## config.mk

```make
export PLATFORM = sky130hd
export DESIGN_NAME = stdp_learn
export DESIGN_NICKNAME = d
export VERILOG_FILES = /design/src/rtl/stdp_learn.sv
export SDC_FILE = /design/constraint.sdc
export NUM_CORES = 1
export LEC_CHECK = 0
export BUFFER_PORTS_ARGS = -buffer_cell sky130_fd_sc_hd__buf_2
export CELL_PAD_IN_SITES_DETAIL_PLACEMENT = 1
export CELL_PAD_IN_SITES_GLOBAL_PLACEMENT = 1
export CORE_ASPECT_RATIO = 1.5
export CORE_MARGIN = 4
export CORE_UTILIZATION = 40
export DETAILED_ROUTE_END_ITERATION = 10
export GPL_TIMING_DRIVEN = 1
export PLACE_DENSITY_LB_ADDON = 0.1
export SETUP_SLACK_MARGIN = 0.4
export SLEW_MARGIN = 5
export SYNTH_ARGS = -nofsm -noshare
export SYNTH_HDL_FRONTEND = slang
export SYNTH_SLANG_ARGS = --single-unit
```

## constraint.sdc

```tcl
create_clock -name clk -period 2 [get_ports clk]
set_input_delay 0.1 -clock clk [delete_from_list [all_inputs] [get_ports clk]]
set_output_delay 0.1 -clock clk [all_outputs]
set_load 0.005 [all_outputs]
```

## src/rtl/stdp_learn.sv

```systemverilog
// Pair-based STDP engine: per-channel saturating spike timers drive LTP/LTD on a weight bank.
// Define STDP_TWO_LEVEL_EN to halve-window the step size (full step near, unit step far).
module stdp_learn #(
  parameter int unsigned NUM_PRE     = 4,
  parameter int unsigned TIME_W      = 8,
  parameter int unsigned WEIGHT_W    = 4,
  parameter int unsigned WINDOW      = 16,
  parameter int unsigned LTP_STEP    = 2,
  parameter int unsigned LTD_STEP    = 1,
  parameter int unsigned INIT_WEIGHT = 8,
  localparam int unsigned AddrW      = (NUM_PRE > 1) ? $clog2(NUM_PRE) : 1
) (
  input  logic                         clk,
  input  logic                         rst_n,
  input  logic [NUM_PRE-1:0]           pre_spike,
  input  logic                         post_spike,
  input  logic                         learn_en,
  input  logic                         wr_en,
  input  logic [AddrW-1:0]             wr_addr,
  input  logic [WEIGHT_W-1:0]          wr_data,
  output logic [NUM_PRE*WEIGHT_W-1:0]  weights,
  output logic [NUM_PRE-1:0]           ltp_mask,
  output logic [NUM_PRE-1:0]           ltd_mask,
  output logic                         update_w_flag,
  output logic [TIME_W-1:0]            time_diff
);

  localparam logic [TIME_W-1:0]   TimeMax = {TIME_W{1'b1}};
  localparam logic [TIME_W-1:0]   WinT    = TIME_W'(WINDOW);
  localparam logic [WEIGHT_W:0]   WMax    = {1'b0, {WEIGHT_W{1'b1}}};
  localparam logic [WEIGHT_W:0]   LtpS    = (WEIGHT_W+1)'(LTP_STEP);
  localparam logic [WEIGHT_W:0]   LtdS    = (WEIGHT_W+1)'(LTD_STEP);
`ifdef STDP_TWO_LEVEL_EN
  localparam logic [TIME_W-1:0]   HalfT   = TIME_W'(WINDOW / 2);
  localparam logic [WEIGHT_W:0]   OneS    = (WEIGHT_W+1)'(1);
`endif

  logic [TIME_W-1:0]   pre_t_q [NUM_PRE];
  logic [TIME_W-1:0]   pre_t_d [NUM_PRE];
  logic [TIME_W-1:0]   post_t_q, post_t_d;
  logic [WEIGHT_W-1:0] weight_q [NUM_PRE];
  logic [WEIGHT_W-1:0] weight_d [NUM_PRE];
  logic [NUM_PRE-1:0]  ltp_mask_q, ltp_mask_d, ltd_mask_q, ltd_mask_d;
  logic                flag_q, flag_d;
  logic [TIME_W-1:0]   time_diff_q, time_diff_d;

  logic [NUM_PRE-1:0]  ltp, ltd;
  logic [TIME_W-1:0]   dt [NUM_PRE];
  logic [WEIGHT_W:0]   ltp_step [NUM_PRE];
  logic [WEIGHT_W:0]   ltd_step [NUM_PRE];
  logic [WEIGHT_W:0]   w_up [NUM_PRE];
  logic [WEIGHT_W:0]   w_dn [NUM_PRE];

  // Rule evaluation uses timer values held before this edge.
  always_comb begin
    for (int i = 0; i < NUM_PRE; i++) begin
      ltp[i] = post_spike && (pre_spike[i] || (pre_t_q[i] < WinT));
      ltd[i] = !ltp[i] && pre_spike[i] && (post_t_q < WinT);
      if (ltp[i]) dt[i] = pre_spike[i] ? '0 : pre_t_q[i];
      else        dt[i] = post_t_q;
`ifdef STDP_TWO_LEVEL_EN
      ltp_step[i] = (dt[i] < HalfT) ? LtpS : OneS;
      ltd_step[i] = (dt[i] < HalfT) ? LtdS : OneS;
`else
      ltp_step[i] = LtpS;
      ltd_step[i] = LtdS;
`endif
      w_up[i] = {1'b0, weight_q[i]} + ltp_step[i];
      w_dn[i] = {1'b0, weight_q[i]} - ltd_step[i];
    end
  end

  always_comb begin
    post_t_d    = post_spike ? '0 : ((post_t_q == TimeMax) ? post_t_q : post_t_q + 1'b1);
    time_diff_d = time_diff_q;
    ltp_mask_d  = learn_en ? ltp : '0;
    ltd_mask_d  = learn_en ? ltd : '0;
    flag_d      = learn_en && (|(ltp | ltd));
    for (int i = 0; i < NUM_PRE; i++) begin
      pre_t_d[i]  = pre_spike[i] ? '0 :
                    ((pre_t_q[i] == TimeMax) ? pre_t_q[i] : pre_t_q[i] + 1'b1);
      weight_d[i] = weight_q[i];
      if (learn_en && ltp[i]) begin
        weight_d[i] = (w_up[i] > WMax) ? WMax[WEIGHT_W-1:0] : w_up[i][WEIGHT_W-1:0];
      end else if (learn_en && ltd[i]) begin
        // Borrow out of the extended subtraction means the result went negative.
        weight_d[i] = w_dn[i][WEIGHT_W] ? '0 : w_dn[i][WEIGHT_W-1:0];
      end
      if (wr_en && (wr_addr == AddrW'(i))) weight_d[i] = wr_data;
    end
    // Descending scan so the lowest-index event channel wins.
    for (int i = NUM_PRE - 1; i >= 0; i--) begin
      if (learn_en && (ltp[i] || ltd[i])) time_diff_d = dt[i];
    end
  end

  always_ff @(posedge clk) begin
    if (!rst_n) begin
      for (int i = 0; i < NUM_PRE; i++) begin
        pre_t_q[i]  <= TimeMax;
        weight_q[i] <= WEIGHT_W'(INIT_WEIGHT);
      end
      post_t_q    <= TimeMax;
      ltp_mask_q  <= '0;
      ltd_mask_q  <= '0;
      flag_q      <= 1'b0;
      time_diff_q <= '0;
    end else begin
      for (int i = 0; i < NUM_PRE; i++) begin
        pre_t_q[i]  <= pre_t_d[i];
        weight_q[i] <= weight_d[i];
      end
      post_t_q    <= post_t_d;
      ltp_mask_q  <= ltp_mask_d;
      ltd_mask_q  <= ltd_mask_d;
      flag_q      <= flag_d;
      time_diff_q <= time_diff_d;
    end
  end

  always_comb begin
    for (int i = 0; i < NUM_PRE; i++) weights[i*WEIGHT_W +: WEIGHT_W] = weight_q[i];
  end

  assign ltp_mask      = ltp_mask_q;
  assign ltd_mask      = ltd_mask_q;
  assign update_w_flag = flag_q;
  assign time_diff     = time_diff_q;

endmodule

```

==> flow_results.org, run 1 <==
** Final layout
- Multi-input combinational cell area :: around 3400 sq um
- Post-route core utilization :: 58.2%
- After the last flow step, the layout net total stands at 706.
- In the final layout, the share of cells above drive strength 1 is 38.5%.
- Diodes inserted :: 0
- Cell area after layout :: 6430 sq um
- Area growth from synthesis to layout :: 41.8%
- Fill cells in the final layout number 1277.
- The sequential cells in the finished layout cover a total of 1540 sq um.

** Job
- Number of maximum-capacitance constraint violations :: 0

** Global route
- Total grt overflow :: 0
- Largest net degree at the start of global routing :: 60
- GRT Overall Usage :: 24.6%
- The number of global-route vias before repair was 5021.
- The initial antenna violation count was 0.
- Global-route wire length before repair :: 25.8 mm

** Synthesis
- Mean instance size in the synthesized netlist :: 8.25 sq um
- Gate Count Post-Synth :: 550
- Part of the Yosys area used for sequential elements :: 32.2%
- Number of flops mapped to enable cells by yosys :: 0
- Post-synthesis cell area :: 4540 sq um
- After synthesis, the share of flip-flops with an asynchronous set or reset is 0%.
- sky130_fd_sc_hd__dfxtp_1 is the most common cell in the netlist.
- Distinct cell type count of the synthesized netlist :: 66
- Biggest area contributors in the synthesized netlist :: sky130_fd_sc_hd__dfxtp_1 32%, sky130_fd_sc_hd__ha_1 8.0%, sky130_fd_sc_hd__o21ai_0 5.3%
- Yosys printed 0 warnings.
- Synth area leader :: sky130_fd_sc_hd__dfxtp_1
- Fraction of synthesized cell area taken by the top area cell type :: 32.2%
- Number of storage elements in the synthesis netlist :: 73
- In the synthesized netlist the dominant register cell turns out to be sky130_fd_sc_hd__dfxtp_1.
- Syn nets :: 594
- By count the netlist is led by 73 x sky130_fd_sc_hd__dfxtp_1, 48 x sky130_fd_sc_hd__o21ai_0, 46 x sky130_fd_sc_hd__nand2_1.

** Die
- Floorplan Core Area :: 11100 sq um
- The initial utilization of the core area, before any placement, comes to 41.0%.
- The die is 138 um tall.
- The floorplan has 47 rows.
- The die covers 13100 sq um.
- Boundary pin count :: 48
- Die Wd :: 94.9 um

** Drt
- Number of search-and-repair iterations in the first detailed-routing pass :: 5
- Average wire per standard cell :: 20.4 um
- After detailed routing, the number of remaining DRC violations is 0.
- Post-route ant nets :: 0
- Sum of routed wire length over all layers :: 16.6 mm
- Count of routing violations after the opening detailed-route iteration :: 167
- Detailed-route vias per instance :: about 6.0
- Detailed-route via count :: 4875

** Placement
- The wire-length estimate of the detail-placed layout is 11.0 mm.
- Weighted congestion reported at the end of routability-driven placement :: 0.825
- The placed instances occupy a cell area of 5180 sq um.
- Number of port buffers :: between 40 and 50

** Timing
- Of the available clock period, the critical path in the final layout requires 98.8%.
- Setup repair after global routing could not meet its margin everywhere.
- Max-slew violation count :: 0
- For the finished layout, the period the worst path requires is ~2.0 ns.
- Setup violations remaining at the end of the flow were counted as 0.
- Headroom to the max-slew limit came out at about 58%.
- At the pin with the least slew margin, the transition time is 0.635 ns.
- The final number of hold-violating endpoints came to 0.
- Total Negative Setup Slacks :: 0 ns
- Highest clock frequency the design can meet :: ~510 MHz
- On the final layout, the worst hold slack is 0.0834 ns.
- Worst Clk Skew :: about 0.009 ns

** Clocking
- Count of hold buffers inserted by post-cts repair :: 0
- H-tree levels :: 3
- Number of CTS-inserted buffers :: 9
- CTS tree :: yes
- TritonCTS Sinks :: 73
- Buffer type at the clock tree root :: sky130_fd_sc_hd__clkbuf_16
- No sink is reached through more buffers than the 2 on the longest clock path.
- For the worst-skew pair, the clock arrives at the later sink with an insertion delay of roughly 0.35 ns.
- Clock-pin slew was measured on the worst setup and hold paths at 0.06 ns.

** Critical path
- Max Fanout on Critical Path :: 8
- The critical path goes through or4_4 > nor2_4 > buf_4 > a2111oi_0 > o2111ai_1 > a32o_1.
- Family of cells with the greatest summed delay on the critical path :: simple AND/OR/NAND/NOR gates
- Buffering stage count on the worst path with inverters included :: 1
- For this design, the slowest cell found on the critical path is sky130_fd_sc_hd__or4_4.
- Peak per-stage delay on the critical path :: between 0.6 and 0.7 ns
- For the worst setup path, the data required time is 2.28 ns.
- Crit Path Category :: flop to flop
- Startpoint class of the critical path :: flop
- For the worst setup path, the data arrival time is 2.26 ns.
- Critical Path Sink Type :: flop

** Worst hold path
- In this run the worst hold path is classified as input port to flop.

** Power and ir drop
- The design draws about 0.0045 W.
- Net switching share of the total power :: 30.7%
- Cell area power density :: 700 nW/um^2
- Per report_power, the clock group accounts for roughly 39% of the total.
- Net load switching power :: 0.00138 W
- The internal power of the cells totals 0.00312 W.
- IR analysis of the VDD net gives a maximum drop of 0.427 mV.
- Sequential Power Share :: 38.7%
- Lkg Pwr :: about 2.6 nW
- Combinational logic is responsible for 22.0% of the overall power.

** Outcome
- The flow ran to the end, and the final reports show no timing, DRC or antenna violations.
through the flow:
step,std cells,worst slack [ns]
final,814,0.0238
after global routing,814,-0.0916
after detailed placement,752,-0.110
after floorplan,550,0.227
after CTS,798,0.0342
after global placement,752,-0.0271
placed cells by master, fill, tap and decap left out, drive strengths merged, types with 9 or more instances in the layout:
| cell type | Yosys | layout |
|---|---|---|
| ha | 29 | 29 |
| nand2 | 46 | 46 |
| and2 | 9 | 9 |
| nor3b | 9 | 9 |
| a31oi | 14 | 14 |
| o31ai | 15 | 15 |
| mux2i | 9 | 9 |
| nand4 | 9 | 9 |
| nand2b | 9 | 9 |
| dfxtp | 73 | 73 |
| inv | 20 | 21 |
| clkbuf | 25 | 9 |
| and3 | 14 | 14 |
| nand3 | 26 | 26 |
| o211ai | 10 | 10 |
| o21ai | 64 | 64 |
| nor2 | 28 | 28 |
| buf | 3 | 129 |
| a21oi | 24 | 24 |
worst register-to-register path, cell delays in order, from the launching register on:
cell and delay (ns):
sky130_fd_sc_hd__dfxtp_4 0.36, sky130_fd_sc_hd__or4_4 0.64, sky130_fd_sc_hd__nor2_4 0.24, sky130_fd_sc_hd__buf_4 0.16
sky130_fd_sc_hd__a2111oi_0 0.05, sky130_fd_sc_hd__o2111ai_1 0.26, sky130_fd_sc_hd__a32o_1 0.21
path summary, 6_finish.rpt:
check	slack [ns]	endpoint	startpoint	depth (start not counted)
setup / recovery	0.02	time_diff[1]$_SDFFE_PN0P_	post_t_q[5]$_SDFFE_PN1P_	6
hold / removal	0.08	weight_q[0][5]$_SDFFE_PN0P_	wr_data[1]	3
setup reg to reg	0.02	time_diff[1]$_SDFFE_PN0P_	post_t_q[5]$_SDFFE_PN1P_	6
hold reg to reg	0.49	time_diff[2]$_SDFFE_PN0P_	time_diff[2]$_SDFFE_PN0P_	1
final cells by class:
type | count | share of cell area (%)
Clock buffer | 9 | 3.50
Clock inverter | 7 | 1.46
Inverter | 20 | 1.25
Multi-Input combinational cell | 429 | 52.9
Sequential cell | 73 | 24.0
Tap cell | 147 | 2.86
Timing Repair Buffer | 129 | 14.1
kinds of logic (layout without fill, tap and decap cells):
family          Yosys count  after routing  synth area share [%]
compound gates          187            187                  27.6
xor+xnor                 13             13                  2.51
fa+ha+maj                29             29                  8.00
buf+inv                  48            165                  4.14
flops                    73             73                  32.2
mux                       9              9                  1.99
simple gates            191            191                  23.6
per-layer routing:
layer / vias up / GRT usage [%] / share of wire, %
met4: 0 / 12.6 / 4.3
li1: 2295 / - / -
met5: - / 0 / 0
met2: 112 / 44.2 / 54
met1: 2421 / 27.4 / 39
met3: 47 / 3.53 / 2.7
flip-flops by register name, summed over array words and instances, names as in the netlist:
register	count
update_w_flag	1
pre_t_q	32
time_diff	8
post_t_q	8
ltd_mask	4
weight_q	16
ltp_mask	4
power groups by stage:
stage	clock network [W]	registers, W	logic (W)
floorplan	0	0.00172	0.000512
detailed placement	0	0.00175	0.000785
CTS	0.00179	0.00173	0.000887
finish	0.00177	0.00174	0.000991
global route	0.00186	0.00176	0.00110
global placement	0	0.00174	0.000757
what timing repair did:
| item | in CTS | in global routing |
|---|---|---|
| hold endpoints to repair | 0 | 0 |
| resized for setup | 85 | 57 |
| buffers inserted | 30 | 16 |
| pin swaps | 43 | 29 |
| setup endpoints to repair | 50 | 52 |
| gates cloned | 0 | 0 |
Power figures use the tool's default switching activity.
==> run 2: changes to the inputs <==
--- a/config.mk
+++ b/config.mk
@@ -5,7 +5,7 @@
 export SDC_FILE = /design/constraint.sdc
 export NUM_CORES = 1
 export LEC_CHECK = 0
-export BUFFER_PORTS_ARGS = -buffer_cell sky130_fd_sc_hd__buf_2
+export BUFFER_PORTS_ARGS = -buffer_cell sky130_fd_sc_hd__buf_4
 export CELL_PAD_IN_SITES_DETAIL_PLACEMENT = 1
 export CELL_PAD_IN_SITES_GLOBAL_PLACEMENT = 1
 export CORE_ASPECT_RATIO = 1.5
==> flow_results.org, run 2 (same netlist as run 1, synthesis figures left out) <==
** Placement
- Buffers placed on the I/O ports in this run total 47.
- Timing analysis after detailed placement gives a worst setup slack of -0.182 ns.
- After detailed placement, the total cell area comes to 5270 sq um.
- Final HPWL DP :: between 10 and 15 mm
- Routability-driven placement finished with a final weighted congestion of between 0.8 and 0.9.

** Critical path
- In this design, the stage delay of the slowest critical-path cell is 0.66 ns.
- Crit path DAT :: approximately 2.2 ns
- CP Cell Sequence :: or4_4 > nor2_4 > a221o_1 > o2111ai_2 > a32o_1
- Critical Path Sink Type :: flop
- Data required time at the worst endpoint :: 2.24 ns
- Max Fanout on Critical Path :: 7
- Crit path max-delay cell type :: sky130_fd_sc_hd__or4_4
- Crit Path Category :: flop to flop
- Startpoint class of the critical path :: flop

** Die
- 48 I/O pins were placed.
- The floorplan step defined a core boundary enclosing approximately 11000 sq um.
- Starting density of the core :: about 41%
- Standard-cell row count :: 47
- In this run the horizontal extent of the chip is 94.9 um.
- Die area :: about 13000 sq um
- Height of the chip :: 138 um

** Power and ir drop
- Cell area power density :: ~680 nW/um^2
- Worst ir drop on vdd :: 0.396 mV
- For this design the static power due to leakage is 2.59 nW.

** Global route
- Via count of the first global-routing pass :: 5062
- For this run the aggregate overflow at the end of global routing stands at 0.
- The first global-routing pass estimated around 26 mm of wire.
- GRT Overall Usage :: 24.9%
- Antenna violations before repair :: 0
- Entering global routing, the biggest net connects 60 pins.

** Timing
- Highest clock frequency the design can meet :: just over 500 MHz
- Worst slew pin tran :: ~0.62 ns
- Worst Clk Skew :: around 0.0056 ns
- The routed design could run at a clock period as short as around 2.0 ns.
- Setup violations remaining at the end of the flow were counted as 0.
- Max-slew violation count :: 0
- Setup repair after global routing could not meet its margin everywhere.
- Endpoints failing hold :: 0
- In the final timing run, aggregate negative setup slack is 0 ns.
- Hold WS :: 0.0368 ns
- Measured against its own limit, the worst slew margin works out to 58.6%.
- Of the available clock period, the critical path in the final layout requires 98.7%.
- Setup slack on the critical path of the routed design comes to 0.0253 ns.

** Drt
- In the routed design, unresolved DRC markers number 0.
- Count of routing violations after the opening detailed-route iteration :: just over 300
- The first TritonRoute pass finished after 5 iterations.
- The count of nets left with antenna violations once routing finished came out at 0.
- The routed layout has 4874 vias.
- In the final routed layout, each cell accounts on average for about 21 um.
- Sum of routed wire length over all layers :: ~17 mm
- Dividing the detail-routed via count by the number of cells gives 6.04.

** Final layout
- Compared with the post-synthesis result, the final layout area differs by 43.6%.
- Measured on the finished design, the core utilization comes to 58.9%.
- Net count of the finished layout :: about 700
- Leading cell type in the layout, fill and taps excluded :: sky130_fd_sc_hd__buf_4
- Register Area :: ~1500 sq um
- Max FFs per register :: 32
- Ratio of cells with drive above 1 in the final layout :: 38.9%
- Ranked by flip-flop count, first place goes to pre_t_q.
- Commonest cells after routing, fill and taps aside :: 103 x sky130_fd_sc_hd__buf_4, 47 x sky130_fd_sc_hd__o21ai_0, 46 x sky130_fd_sc_hd__dfxtp_1
- In the final layout, the registers with the most flip-flops are pre_t_q x32, weight_q x16.
- Once layout is done, the placed cells without fillers occupy 6520 sq um.
- The multi-input combinational cells in the finished layout cover a total of 3450 sq um.
- Diodes inserted :: 0
- Fill cells in the final layout number 1293.

** Clocking
- TritonCTS built the clock tree.
- Clock latency on the worst-skew pair, taken at its later pin, is 0.34 ns.
- The H-tree was split into 3 levels.
- Counting the buffers created by CTS gives 9.
- The cell sitting at the root of the clock tree is a sky130_fd_sc_hd__clkbuf_16.
- After clock tree synthesis, the flow added hold-fix buffers numbering 0.
- The clock drives between 70 and 80 sinks.
- Maximum number of buffers from clock root to sink :: 2
- Clock transition at the registers of the reported paths :: approximately 0.060 ns

** Worst hold path
- The worst hold path belongs to the class input port to flop.

** Outcome
- Outcome :: completed

** Job
- The tool flagged a number of max-cap violations equal to 0.
-- run 2: critical path, delay by kind of cell (launching register included) --
kind	cells	cell delay, ns
AND/OR/NAND/NOR	2	0.88
flip-flops	1	0.35
AO/OA/AOI/OAI	3	0.62
-- run 2: final timing paths --
path / startpoint / to / slack [ns] / depth (start not counted)
worst max-delay path: post_t_q[7]$_SDFFE_PN1P_ / time_diff[2]$_SDFFE_PN0P_ / 0.03 / 5
worst max register to register: post_t_q[7]$_SDFFE_PN1P_ / time_diff[2]$_SDFFE_PN0P_ / 0.03 / 5
worst min-delay path: wr_data[3] / weight_q[0][7]$_SDFFE_PN1P_ / 0.04 / 3
worst min register to register: time_diff[7]$_SDFFE_PN0P_ / time_diff[7]$_SDFFE_PN0P_ / 0.47 / 1
-- run 2: repair_timing --
action	in CTS	in global routing
pin swaps	52	31
resized for setup	90	58
cloned	1	0
endpoints found under the setup margin	47	58
setup buffers	28	14
-- run 2: where the power goes --
part / total, W / switching, W / internal [W]
Clock: 0.00166 / 0.000688 / 0.000974
Combinational: 0.00104 / 0.000560 / 0.000483
Sequential: 0.00174 / 0.000164 / 0.00157
Total: 0.00444 / 0.00141 / 0.00303
-- run 2: cell type report --
class,count,share of cell area (%)
repair buffers,121,15.0
multi-input cells,430,52.9
well taps,147,2.82
flip-flops and latches,73,23.4
clock inverters,7,1.21
clock buffers,9,3.46
inverters,20,1.19
-- run 2: stage by stage --
stage               cells  total power, W
floorplan             550         0.00223
global placement      748         0.00252
detailed placement    748         0.00255
CTS                   793         0.00432
global route          807         0.00463
finish                807         0.00444
-- run 2: metal layers --
metal | vias up | share of wire (%) | wire (um) | global-route usage, %
li1 | 2277 | - | - | -
met1 | 2413 | 38 | 6410 | 26.9
met2 | 132 | 54 | 9280 | 46.3
met3 | 52 | 3.6 | 611 | 3.97
met4 | 0 | 4.3 | 738 | 10.5
met5 | - | 0 | 0 | 0
==> run 3: changes to the inputs <==
--- a/config.mk
+++ b/config.mk
@@ -5,12 +5,13 @@
 export SDC_FILE = /design/constraint.sdc
 export NUM_CORES = 1
 export LEC_CHECK = 0
+export ABC_AREA = 1
 export BUFFER_PORTS_ARGS = -buffer_cell sky130_fd_sc_hd__buf_4
-export CELL_PAD_IN_SITES_DETAIL_PLACEMENT = 1
-export CELL_PAD_IN_SITES_GLOBAL_PLACEMENT = 1
+export CELL_PAD_IN_SITES_DETAIL_PLACEMENT = 0
+export CELL_PAD_IN_SITES_GLOBAL_PLACEMENT = 2
 export CORE_ASPECT_RATIO = 1.5
 export CORE_MARGIN = 4
-export CORE_UTILIZATION = 40
+export CORE_UTILIZATION = 30
 export DETAILED_ROUTE_END_ITERATION = 10
 export GPL_TIMING_DRIVEN = 1
 export PLACE_DENSITY_LB_ADDON = 0.1
==> flow_results.org, run 3 <==
** Drt
- After detailed routing, the total wire length is 14.0 mm.
- The first detailed-routing pass took 4 iterations.
- Drt drc :: 0
- Dividing the detail-routed via count by the number of cells gives ~4.9.
- Detailed-route via count :: 4767
- The detailed router finished its first iteration with 204 violations.
- After detailed routing, the average wire length per cell comes to 14.4 um.
- Post-route ant nets :: 0

** Final layout
- Leaving out fill and tap cells, the most frequent cell in the layout is sky130_fd_sc_hd__nand2_1.
- Diodes inserted :: 0
- In the layout the commonest cells are 138 x sky130_fd_sc_hd__nand2_1, 88 x sky130_fd_sc_hd__buf_4, 76 x sky130_fd_sc_hd__inv_1.
- Net count of the finished layout :: around 800
- The area growth from synthesis to layout is 32.2%.
- Post-route core utilization :: 40.6%
- Ratio of cells with drive above 1 in the final layout :: 30.1%
- The register with the most flip-flops in the final layout is pre_t_q.
- The filler cells instantiated in the layout total about 1600.
- The largest registers in the layout are pre_t_q x32, weight_q x16.
- Cell area after layout :: 6170 sq um
- The register with the most flip-flops in the layout has 32 of them.

** Critical path
- Data on the critical path arrives at its endpoint at about 1.8 ns.
- Data required time at the worst endpoint :: ~2.3 ns
- Along the worst path, the maximum fanout reaches 7.
- The cell that appears most often on the critical path is sky130_fd_sc_hd__nor2_4.
- Critical Path Sink Type :: flop
- The signal on the critical path passes through nor2_4 > nand2_2 > nor2_4 > inv_2 > nand2_2 > nand2_4 > nand2_4 > nor2_4 > buf_12 > nor2_1 > nand2_1 > a21oi_1.
- Peak per-stage delay on the critical path :: 0.36 ns
- Crit Path Category :: flop to flop
- The worst setup path is launched from a flop.
- Family of cells with the greatest summed delay on the critical path :: simple AND/OR/NAND/NOR gates
- Together, buffers and inverters on the worst path number 2.
- Crit path max-delay cell type :: sky130_fd_sc_hd__dfxtp_4

** Power and ir drop
- In this run the power density over the cells is 688 nW/um^2.
- Worst ir drop on vdd :: ~0.35 mV
- Lkg Pwr :: 2.87 nW

** Timing
- Final worst setup slack :: 0.439 ns
- Share of the clock period used by the worst path after layout :: 78.0%
- Highest clock frequency the design can meet :: approximately 640 MHz
- On the final layout, the worst clock skew is 0.0123 ns.
- After layout, the minimum clock period comes to between 1.5 and 2 ns.
- Max-slew violation count :: 0
- Endpoints failing hold :: 0
- Worst slew margin :: 68.4%
- Setup repair after global routing could not meet its margin everywhere.
- Worst slew pin tran :: between 0.4 and 0.5 ns
- Total Negative Setup Slacks :: 0 ns
- Final count of negative-setup-slack endpoints :: 0

** Global route
- Antenna violations before repair :: 0
- Largest net degree at the start of global routing :: 25
- GRT Overall Usage :: 15.9%
- Global-route wire length before repair :: 22.5 mm
- Via count of the first global-routing pass :: 4537
- Total grt overflow :: 0

** Outcome
- The run finished with clean final reports.

** Synthesis
- Fraction of synthesized cell area taken by the top area cell type :: a little under a third
- Mean instance size in the synthesized netlist :: 6.82 sq um
- Number of storage elements in the synthesis netlist :: 73
- sky130_fd_sc_hd__dfxtp_1 takes more of the synthesized area than any other cell.
- The commonest cells after synthesis are 157 x sky130_fd_sc_hd__nand2_1, 83 x sky130_fd_sc_hd__inv_1, 73 x sky130_fd_sc_hd__dfxtp_1.
- Number of flops mapped to enable cells by yosys :: 0
- The synthesized netlist occupies a cell area of 4660 sq um.
- Yosys warnings :: 0
- Syn nets :: 728
- Asr flop ratio synth :: 0%
- Gate Count Post-Synth :: approximately 680
- Distinct cell type count of the synthesized netlist :: 41
- Part of the Yosys area used for sequential elements :: 31.3%
- Top_reg_cell synth :: sky130_fd_sc_hd__dfxtp_1
- Cell with the most instances after synthesis :: sky130_fd_sc_hd__nand2_1
- Biggest area contributors in the synthesized netlist :: sky130_fd_sc_hd__dfxtp_1 31%, sky130_fd_sc_hd__nand2_1 13%, sky130_fd_sc_hd__ha_1 7.8%

** Die
- Floorplan Core Area :: roughly 15000 sq um
- Boundary pin count :: 48
- Starting density of the core :: 30.7%
- The die is 110 um wide.
- The floorplan has 55 rows.
- Die area :: approximately 18000 sq um
- Height of the chip :: 161 um

** Clocking
- CTS tree :: yes
- TritonCTS Sinks :: 73
- Maximum number of buffers from clock root to sink :: 2
- Clock transition at the registers of the reported paths :: 0.06 ns
- H-tree levels :: 3
- Clock tree synthesis selected as its root buffer the cell sky130_fd_sc_hd__clkbuf_16.
- Number of CTS-inserted buffers :: 9
- The later pin in the worst-skew pair is clocked with a latency of between 0.3 and 0.4 ns.

** Placement
- Routability-driven placement finished with a final weighted congestion of roughly 0.8.
- The HPWL after detailed placement is 10.3 mm.
- Post-Place Worst Slack :: 0.233 ns
- Port buffering added 47 buffers.
- The placed instances occupy a cell area of between 5000 and 6000 sq um.

** Job
- Number of maximum-capacitance constraint violations :: 0

** Worst hold path
- Class of the worst hold path :: input port to flop
## run 3: cell count changes in the layout (fill, tap and decap cells not counted), moves of 15 or more
cell and change:
sky130_fd_sc_hd__nand3_1 +37, sky130_fd_sc_hd__buf_4 -15, sky130_fd_sc_hd__nand2_1 +94, sky130_fd_sc_hd__nor2_1 +28, sky130_fd_sc_hd__nand2_4 +15, sky130_fd_sc_hd__inv_1 +62
sky130_fd_sc_hd__buf_6 -18, sky130_fd_sc_hd__nand2_2 +19
## run 3: final cells by class
class	instances	area [sq um]	area share, %
multi-input cells	506	3060	49.6
inverters	89	344	5.58
clock buffers	10	229	3.71
well taps	199	249	4.04
repair buffers	91	716	11.6
flip-flops and latches	73	1530	24.8
clock inverters	6	42.5	0.690
## run 3: power by group
group | total [W] | internal, W | switching, W
clock | 0.00150 | 0.000842 | 0.000659
sequential | 0.00172 | 0.00158 | 0.000136
combinational | 0.00103 | 0.000437 | 0.000592
## run 3: cells by family (layout without fill, tap and decap cells)
kind of cell	count (synthesis)	in the layout	share of synthesized area [%]
AND/OR/NAND/NOR	342	343	33.6
buffers and inverters	106	196	9.68
flip-flops	73	73	31.3
XOR/XNOR	6	6	1.13
AO/OA/AOI/OAI	128	128	16.5
adder cells (fa/ha/maj)	29	29	7.78
## run 3: layer usage
metal | track usage [%] | wire length [um] | vias to the layer above
met5 | 0 | 0 | -
li1 | - | - | 2453
met3 | 2.37 | 450 | 14
met4 | 5.50 | 214 | 0
met2 | 27.6 | 7300 | 79
met1 | 19.6 | 6070 | 2221
## run 3: repair_timing
item / CTS / global route
pin swaps: 9 / 37
setup endpoints to repair: 33 / 47
setup buffers: 12 / 20
resized for setup: 33 / 102
cloned: 0 / 2
hold buffers: 1 / 0
endpoints found under the hold margin: 1 / 0
## run 3: per-stage QoR
stage / hold slack [ns] / cells / total power, W
floorplan: 0.237 / 684 / 0.00231
global placement: 0.347 / 923 / 0.00258
detailed placement: 0.345 / 923 / 0.00259
CTS: 0.0263 / 952 / 0.00417
global route: 0.0556 / 974 / 0.00451
finish: 0.0402 / 974 / 0.00425
## run 3: path summary, 6_finish.rpt
check | start | end | slack, ns | depth (start not counted)
worst max-delay path | post_t_q[4]$_SDFFE_PN1P_ | time_diff[3]$_SDFFE_PN0P_ | 0.44 | 12
worst min-delay path | pre_spike[0] | pre_t_q[0][3]$_SDFFE_PN1P_ | 0.04 | 2
worst max register to register | post_t_q[4]$_SDFFE_PN1P_ | time_diff[3]$_SDFFE_PN0P_ | 0.44 | 12
worst min register to register | time_diff[7]$_SDFFE_PN0P_ | time_diff[7]$_SDFFE_PN0P_ | 0.44 | 2
